--- config.mk ---
export PLATFORM = sky130hd
export DESIGN_NAME = cby_param_cfg_shadow
export DESIGN_NICKNAME = d
export VERILOG_FILES = /design/src/rtl/cby_param_cfg_shadow.sv
export SDC_FILE = /design/constraint.sdc
export NUM_CORES = 1
export LEC_CHECK = 0
export ABC_AREA = 0
export CORE_MARGIN = 5
export CORE_UTILIZATION = 25
export DETAILED_ROUTE_END_ITERATION = 10
export GPL_TIMING_DRIVEN = 0
export PLACE_DENSITY = 0.65
export SYNTH_ARGS = -nofsm -noshare
export SYNTH_HDL_FRONTEND = slang
export SYNTH_SLANG_ARGS = --single-unit
export TNS_END_PERCENT = 100
--- constraint.sdc ---
create_clock -name prog_clk -period 3.14 [get_ports prog_clk]
set_clock_uncertainty 0.05 [all_clocks]
set_input_delay 0.628 -clock prog_clk [delete_from_list [all_inputs] [get_ports prog_clk]]
set_output_delay 0.628 -clock prog_clk [all_outputs]
set_load 0.1 [all_outputs]
--- src/rtl/cby_param_cfg_shadow.sv ---
// Y-direction connection block: straight-through vertical tracks plus per-pin tap muxes
// whose selects are shifted in serially and only take effect on a validated commit.
module cby_param_cfg_shadow #(
   parameter int CHAN_W     = 25,
   parameter int NUM_IPIN   = 4,
   parameter int MUX_SIZE   = 10,
   parameter int TAP_STRIDE = 6,
   parameter int SEL_W      = 4
) (
   input  logic                prog_clk,
   input  logic                pReset,
   input  logic [CHAN_W-1:0]   chany_bottom_in,
   input  logic [CHAN_W-1:0]   chany_top_in,
   input  logic                ccff_head,
   input  logic                ccff_en,
   input  logic                ccff_commit,
   output logic [CHAN_W-1:0]   chany_bottom_out,
   output logic [CHAN_W-1:0]   chany_top_out,
   output logic [NUM_IPIN-1:0] ipin_out,
   output logic                ccff_tail,
   output logic                cfg_done,
   output logic                cfg_err
);

   localparam int CFG_LEN  = NUM_IPIN * SEL_W;
   localparam int CNT_W    = $clog2(CFG_LEN + 2);
   localparam int TAP_SLOT = 2 ** SEL_W;

   typedef enum logic [1:0] {
      IDLE,
      LOAD,
      FULL,
      OVER
   } state_t;

   state_t                                r_state;
   logic [CFG_LEN-1:0]                    r_sr;
   logic [CFG_LEN-1:0]                    r_act;
   logic [CNT_W-1:0]                      r_cnt;
   logic                                  r_done;
   logic                                  r_err;
   logic [NUM_IPIN-1:0][TAP_SLOT-1:0]     w_tap;

   // Commit beats shift; only a commit from FULL may touch the active selects.
   always_ff @(posedge prog_clk) begin
      if (pReset) begin
         r_state <= IDLE;
         r_sr    <= '0;
         r_act   <= '0;
         r_cnt   <= '0;
         r_done  <= 1'b0;
         r_err   <= 1'b0;
      end else if (ccff_commit) begin
         r_cnt   <= '0;
         r_state <= IDLE;
         if (r_state == FULL) begin
            r_act  <= r_sr;
            r_done <= 1'b1;
            r_err  <= 1'b0;
         end else begin
            r_done <= 1'b0;
            r_err  <= 1'b1;
         end
      end else if (ccff_en) begin
         r_sr   <= {r_sr[CFG_LEN-2:0], ccff_head};
         r_done <= 1'b0;
         if (r_cnt < CNT_W'(CFG_LEN + 1)) begin
            r_cnt <= r_cnt + 1'b1;
         end
         case (r_state)
            IDLE:    r_state <= LOAD;
            LOAD:    r_state <= (r_cnt == CNT_W'(CFG_LEN - 1)) ? FULL : LOAD;
            FULL:    r_state <= OVER;
            default: r_state <= OVER;
         endcase
      end
   end

   // Tap slots past MUX_SIZE are tied low so out-of-range selects output 0.
   for (genvar gi = 0; gi < NUM_IPIN; gi++) begin : g_pin
      for (genvar gj = 0; gj < TAP_SLOT; gj++) begin : g_tap
         if (gj >= MUX_SIZE) begin : g_zero
            assign w_tap[gi][gj] = 1'b0;
         end else if ((gj % 2) == 0) begin : g_bot
            assign w_tap[gi][gj] = chany_bottom_in[(gi + (gj / 2) * TAP_STRIDE) % CHAN_W];
         end else begin : g_top
            assign w_tap[gi][gj] = chany_top_in[(gi + (gj / 2) * TAP_STRIDE) % CHAN_W];
         end
      end
      assign ipin_out[gi] = w_tap[gi][r_act[gi*SEL_W +: SEL_W]];
   end

   assign chany_bottom_out = chany_top_in;
   assign chany_top_out    = chany_bottom_in;
   assign ccff_tail        = r_sr[CFG_LEN-1];
   assign cfg_done         = r_done;
   assign cfg_err          = r_err;

endmodule

Word-level counts from Yosys, hierarchy flattened
Index checks and enable logic that the tools add are counted.
Word-level totals
  ROM bits: 0
  input bits: 55
  bits in latches: 0
  memories: 0
  memory bits (writable): 0
  bits in registers: 41
  word-level logic and storage cells: 36
Operators by class
  bitwise operators: 1
  reduce and logical (&&, ||, !) cells: 6
  shift-type cells: 0
  add/sub/neg operators: 1
  multiplexer cells: 14
  magnitude comparators: 5
  equal/unequal tests: 3
  multiply operators: 0
  divide/modulo/power cells: 0
Operators by type and width (number)
  4-bit by 5-bit < comparator with 1-bit output, second input constant: 4
  1-bit binary-select mux with 4-bit select: 4
  1-bit two-way mux: 8
  2-bit AND reduction: 3
  5-bit by 1-bit adder with 5-bit output, second input constant: 1
  5-bit by 4-bit == test with 1-bit output, second input constant: 1
  5-bit < comparator, second input constant: 1
  2-bit one-hot mux with 2 select lines: 1
  2-bit by 1-bit == test with 1-bit output, second input constant: 1
  2-bit == test, second input constant: 1
  2-bit logical NOT: 1
  2-bit two-way mux: 1
  2-bit nonzero test: 1
  2-bit OR reduction: 1
  1-bit NOT: 1

Depth between registers and ports, before layout
  depth after elaboration: 3
  depth in mapped cells: 6

Least setup slack after synthesis
Ideal clock, no wire load.
  path kind: input to output
  start point: input port chany_top_in[6]
  end point: output port ipin_out[0]
  buffers on the path: 0
  data required time: 2462 ps
  arrival time: 1787 ps
  slack: 675 ps
  stages on the path: 3
  path through: mux4_2 -> a2bb2oi_1 -> a32o_1
On the way
  cells in the longest elaborated chain, start to end: 2
RTL lines
  start: declaration: line 13  | input logic [CHAN_W-1:0] chany_top_in,
  1-bit binary-select mux with 4-bit select: line 90  | assign ipin_out[gi] = w_tap[gi][r_act[gi*SEL_W +: SEL_W]];
  1-bit two-way mux (implied by the code): line 90
  end: declaration: line 19  | output logic [NUM_IPIN-1:0] ipin_out,
No other way between the ends. The select of a mux whose other input is x is not followed.

Final worst setup path
  start point: input port chany_top_in[20]
  end point: output port ipin_out[2]
Same word-level chain as after synthesis.

==> results.py <==
metrics = {
    "routing": {
        "drtIter0Drc": 41,
        "drc": 0,
        "antenna_left": 0,
        "vias": 2111,
        "routed_wl_um": 5688,
        "wl_per_cell_um": 11.70,
        "firstDrtPassIters": 4,
        "routed_via_density": 4.344,
    },
    "global_route": {
        "antenna_found_initial": 0,
        "grt_pass1_vias": 2051,
        "track_usage_pct": 9.686,
        "grt_pass1_wl_um": 9052,
        "gr-total-overflow": 0,
        "grt_max_degree": 14,
    },
    "critical_path": {
        "worst-path-max-fanout": 2,
        "crit_family": "buffers and inverters",
        "path_cells": "clkdlybuf4s50_1, mux4_2, a2bb2oi_1, a32o_1, clkdlybuf4s15_2",
        "start_kind": "primary input",
        "slowest_delay_ps": 480,
        "cp_slowest_cell": "mux4_2",
        "cp-end-kind": "primary output",
        "worstSetupPathType": "primary input to primary output",
        "crit_required_ps": 2460,
        "cp.arrival_ps": 2380,
        "reg2reg_slack_ps": 1650,
        "path_buf_inv": 2,
    },
    "power_and_ir_drop": {
        "ir_worst_vdd_uv": 189.7,
        "p_int_w": 0.0008569,
        "netSwitchingFraction_pct": 38.03,
        "share_comb_of_total_power_pct": 35.6,
        "power_density_mw_per_mm2": 401.3,
        "seq_power_share_pct": 38.0,
        "leakagePower_nw": 1.271,
        "p_clk_share_pct": 26.3,
        "switching_power_w": 0.0005259,
    },
    "sta": {
        "maxSlewHeadroom_pct": 34.51,
        "fmax_mhz": 326.9,
        "layout_min_cycle_time_ps": 3059,
        "period_share_pct": 97.43,
        "timing.final.max_slew_violations": 0,
        "rsz0062_at_grt": "no",
        "setup_tns_ps": 0,
        "hold_viol": 0,
        "setup-violations-final": 0,
        "whs_ps": 413.5,
        "tightestPinTransition_ps": 979.3,
    },
    "finish": {
        "fillers": 878,
        "finalNonFillerCells": 486,
        "num_antenna_cells": 0,
        "area_growth_syn_to_layout_pct": 51.24,
        "drive_gt1_share_pct": 22.22,
        "post-route-util_pct": 39.13,
        "nNetsFinal": 434,
    },
    "yosys": {
        "synth-edff-count": 0,
        "synthMuxAreaShare_pct": 9.885,
        "synthTopCellsByCount": "66 x nand2_1, 51 x buf_4, 41 x dfxtp_1",
        "synth.distinct_cells": 32,
        "yosys.area_share.simple_pct": 15.87,
        "synth.area.top_cells": "dfxtp_1 36%, buf_4 17%, nand2_1 11%",
        "synthArstFlopShare_pct": 0,
        "yosys.area.top_type": "dfxtp_1",
        "ys_seq_elements": 41,
        "ys_warn_count": 0,
        "ys.flop_type": "dfxtp_1",
        "synth_fp_nets": 334,
        "synth_compound_area_share_pct": 14.72,
        "syn_area_mm2": 0.002278,
        "synth-xor-area-share_pct": 0,
        "synth_cells": 277,
        "yosysSeqAreaShare_pct": 36.02,
        "yosysMostFrequentCell": "nand2_1",
        "syn_area_per_cell_um2": 8.225,
        "synth_top_cell_area_share_pct": 36.02,
        "synth_top_family_by_area": "buffers and inverters",
        "synthAdderAreaFrac_pct": 1.098,
    },
    "floorplanning": {
        "start_util_pct": 25.87,
        "die_h_um": 105.5,
        "die_area_mm2": 0.01112,
        "coreArea_mm2": 0.008806,
        "die_w_um": 105.5,
        "row_count": 34,
        "ioPinCount": 112,
    },
    "cts": {
        "clockBufferDepth": 2,
        "path_clk_slew_ps": 80,
        "cts_hold_buf": 0,
        "numCtsBuffers": 5,
        "clock-root-buffer": "clkbuf_8",
        "clock-sinks": 41,
        "insertion_delay_ps": 290,
        "cts_tree": "done",
        "htree_num_levels": 2,
    },
    "min_path": {
        "hp-class": "flip-flop to flip-flop",
    },
    "placement": {
        "post-dp-hpwl_um": 4634,
        "gp_congestion": 0.7343,
        "dp_cells": 478,
        "portBuffers": 93,
    },
    "status": {
        "outcome": "completed",
    },
    "run": {
        "cap_violations": 0,
    },
}
## worst register-to-register path, stage by stage (launching register included)
cell      delay, ps
dfxtp_1         370
nand3b_1        300
clkbuf_1        440
nand2_1         100
a21oi_1         160
## routing by layer
| layer | global-route usage [%] | wire length [um] | up-vias |
|---|---|---|---|
| met3 | 2.078 | 334 | 7 |
| met1 | 11.19 | 2500 | 963 |
| met5 | 0 | 0 | - |
| met4 | 2.530 | 57 | 0 |
| met2 | 17.99 | 2796 | 60 |
| li1 | - | - | 1081 |
## cells by family after synthesis
family                   count (synthesis)
AND/OR/NAND/NOR                         86
flip-flops                              41
AO/OA/AOI/OAI                           56
adder cells (fa/ha/maj)                  2
buffers and inverters                   75
multiplexers                            17
## repair_timing
action                                  in CTS  in global routing
buffers inserted                             0                  0
endpoints found under the hold margin        0                  0
gates resized for setup                     12                  0
endpoints found under the setup margin       4                  0
## cell usage in the layout (no fill, tap or decap), types with 2 or more instances in the layout
cell type        Yosys  final
ha_1                 2      2
buf_4               51     51
a2bb2oi_1            4      4
nand2_1             66     66
inv_1                8      8
a21oi_1             37     37
clkdlybuf4s50_1      0     89
a32o_1               4      4
clkbuf_1             6      6
buf_2                5      5
clkbuf_8             0      6
buf_6                4      4
nand3b_1             3      3
dfxtp_1             41     41
mux2_2               4      4
mux2i_1              9      9
a31oi_1              5      5
nor2_1               6      6
clkdlybuf4s15_2      0      4
mux4_2               4      4
nand3_1              2      2
o21ai_0              3      3
## state kept, by name, summed over array words and instances (netlist names)
signal    flops
cfg_done      1
r_sr         16
r_cnt         5
r_act        16
r_state       2
cfg_err       1
## worst paths after layout
kind / start / end / cells past startpoint
worst max-delay path: chany_top_in[20] / ipin_out[2] / 5
worst min-delay path: r_sr[4] / r_sr[5] / 2
worst max register to register: r_state[0] / r_act[15] / 4
worst min register to register: r_sr[4] / r_sr[5] / 2
## power groups by stage
stage                     logic [W]  registers, W  clock network (W)
after detailed placement   0.000496      0.000538                  0
after floorplan            0.000359      0.000544                  0
after global placement     0.000493      0.000538                  0
after CTS                  0.000496      0.000526           0.000379
after global routing       0.000509      0.000527           0.000398
final                      0.000493      0.000526           0.000364
## area by class of cell
type / count / area (um2) / area share [%]
Buffer: 67 / 480.5 / 13.94
Clock buffer: 6 / 82.58 / 2.397
Clock inverter: 2 / 13.76 / 0.3994
Inverter: 8 / 30.03 / 0.8715
Multi-Input combinational cell: 161 / 947.2 / 27.49
Sequential cell: 41 / 820.8 / 23.82
Tap cell: 108 / 135.1 / 3.922
Timing Repair Buffer: 93 / 935.9 / 27.16
## through the flow
step	total power (W)	area, um2	setup WS [ps]
after global routing	0.001435	3446	26.70
after detailed placement	0.001034	3344	-428.3
after floorplan	0.0009036	2278	674.7
after CTS	0.001401	3446	58.50
final	0.001383	3446	80.80
after global placement	0.001032	3344	-412.0
No activity file was read; power rests on OpenSTA's default activity.
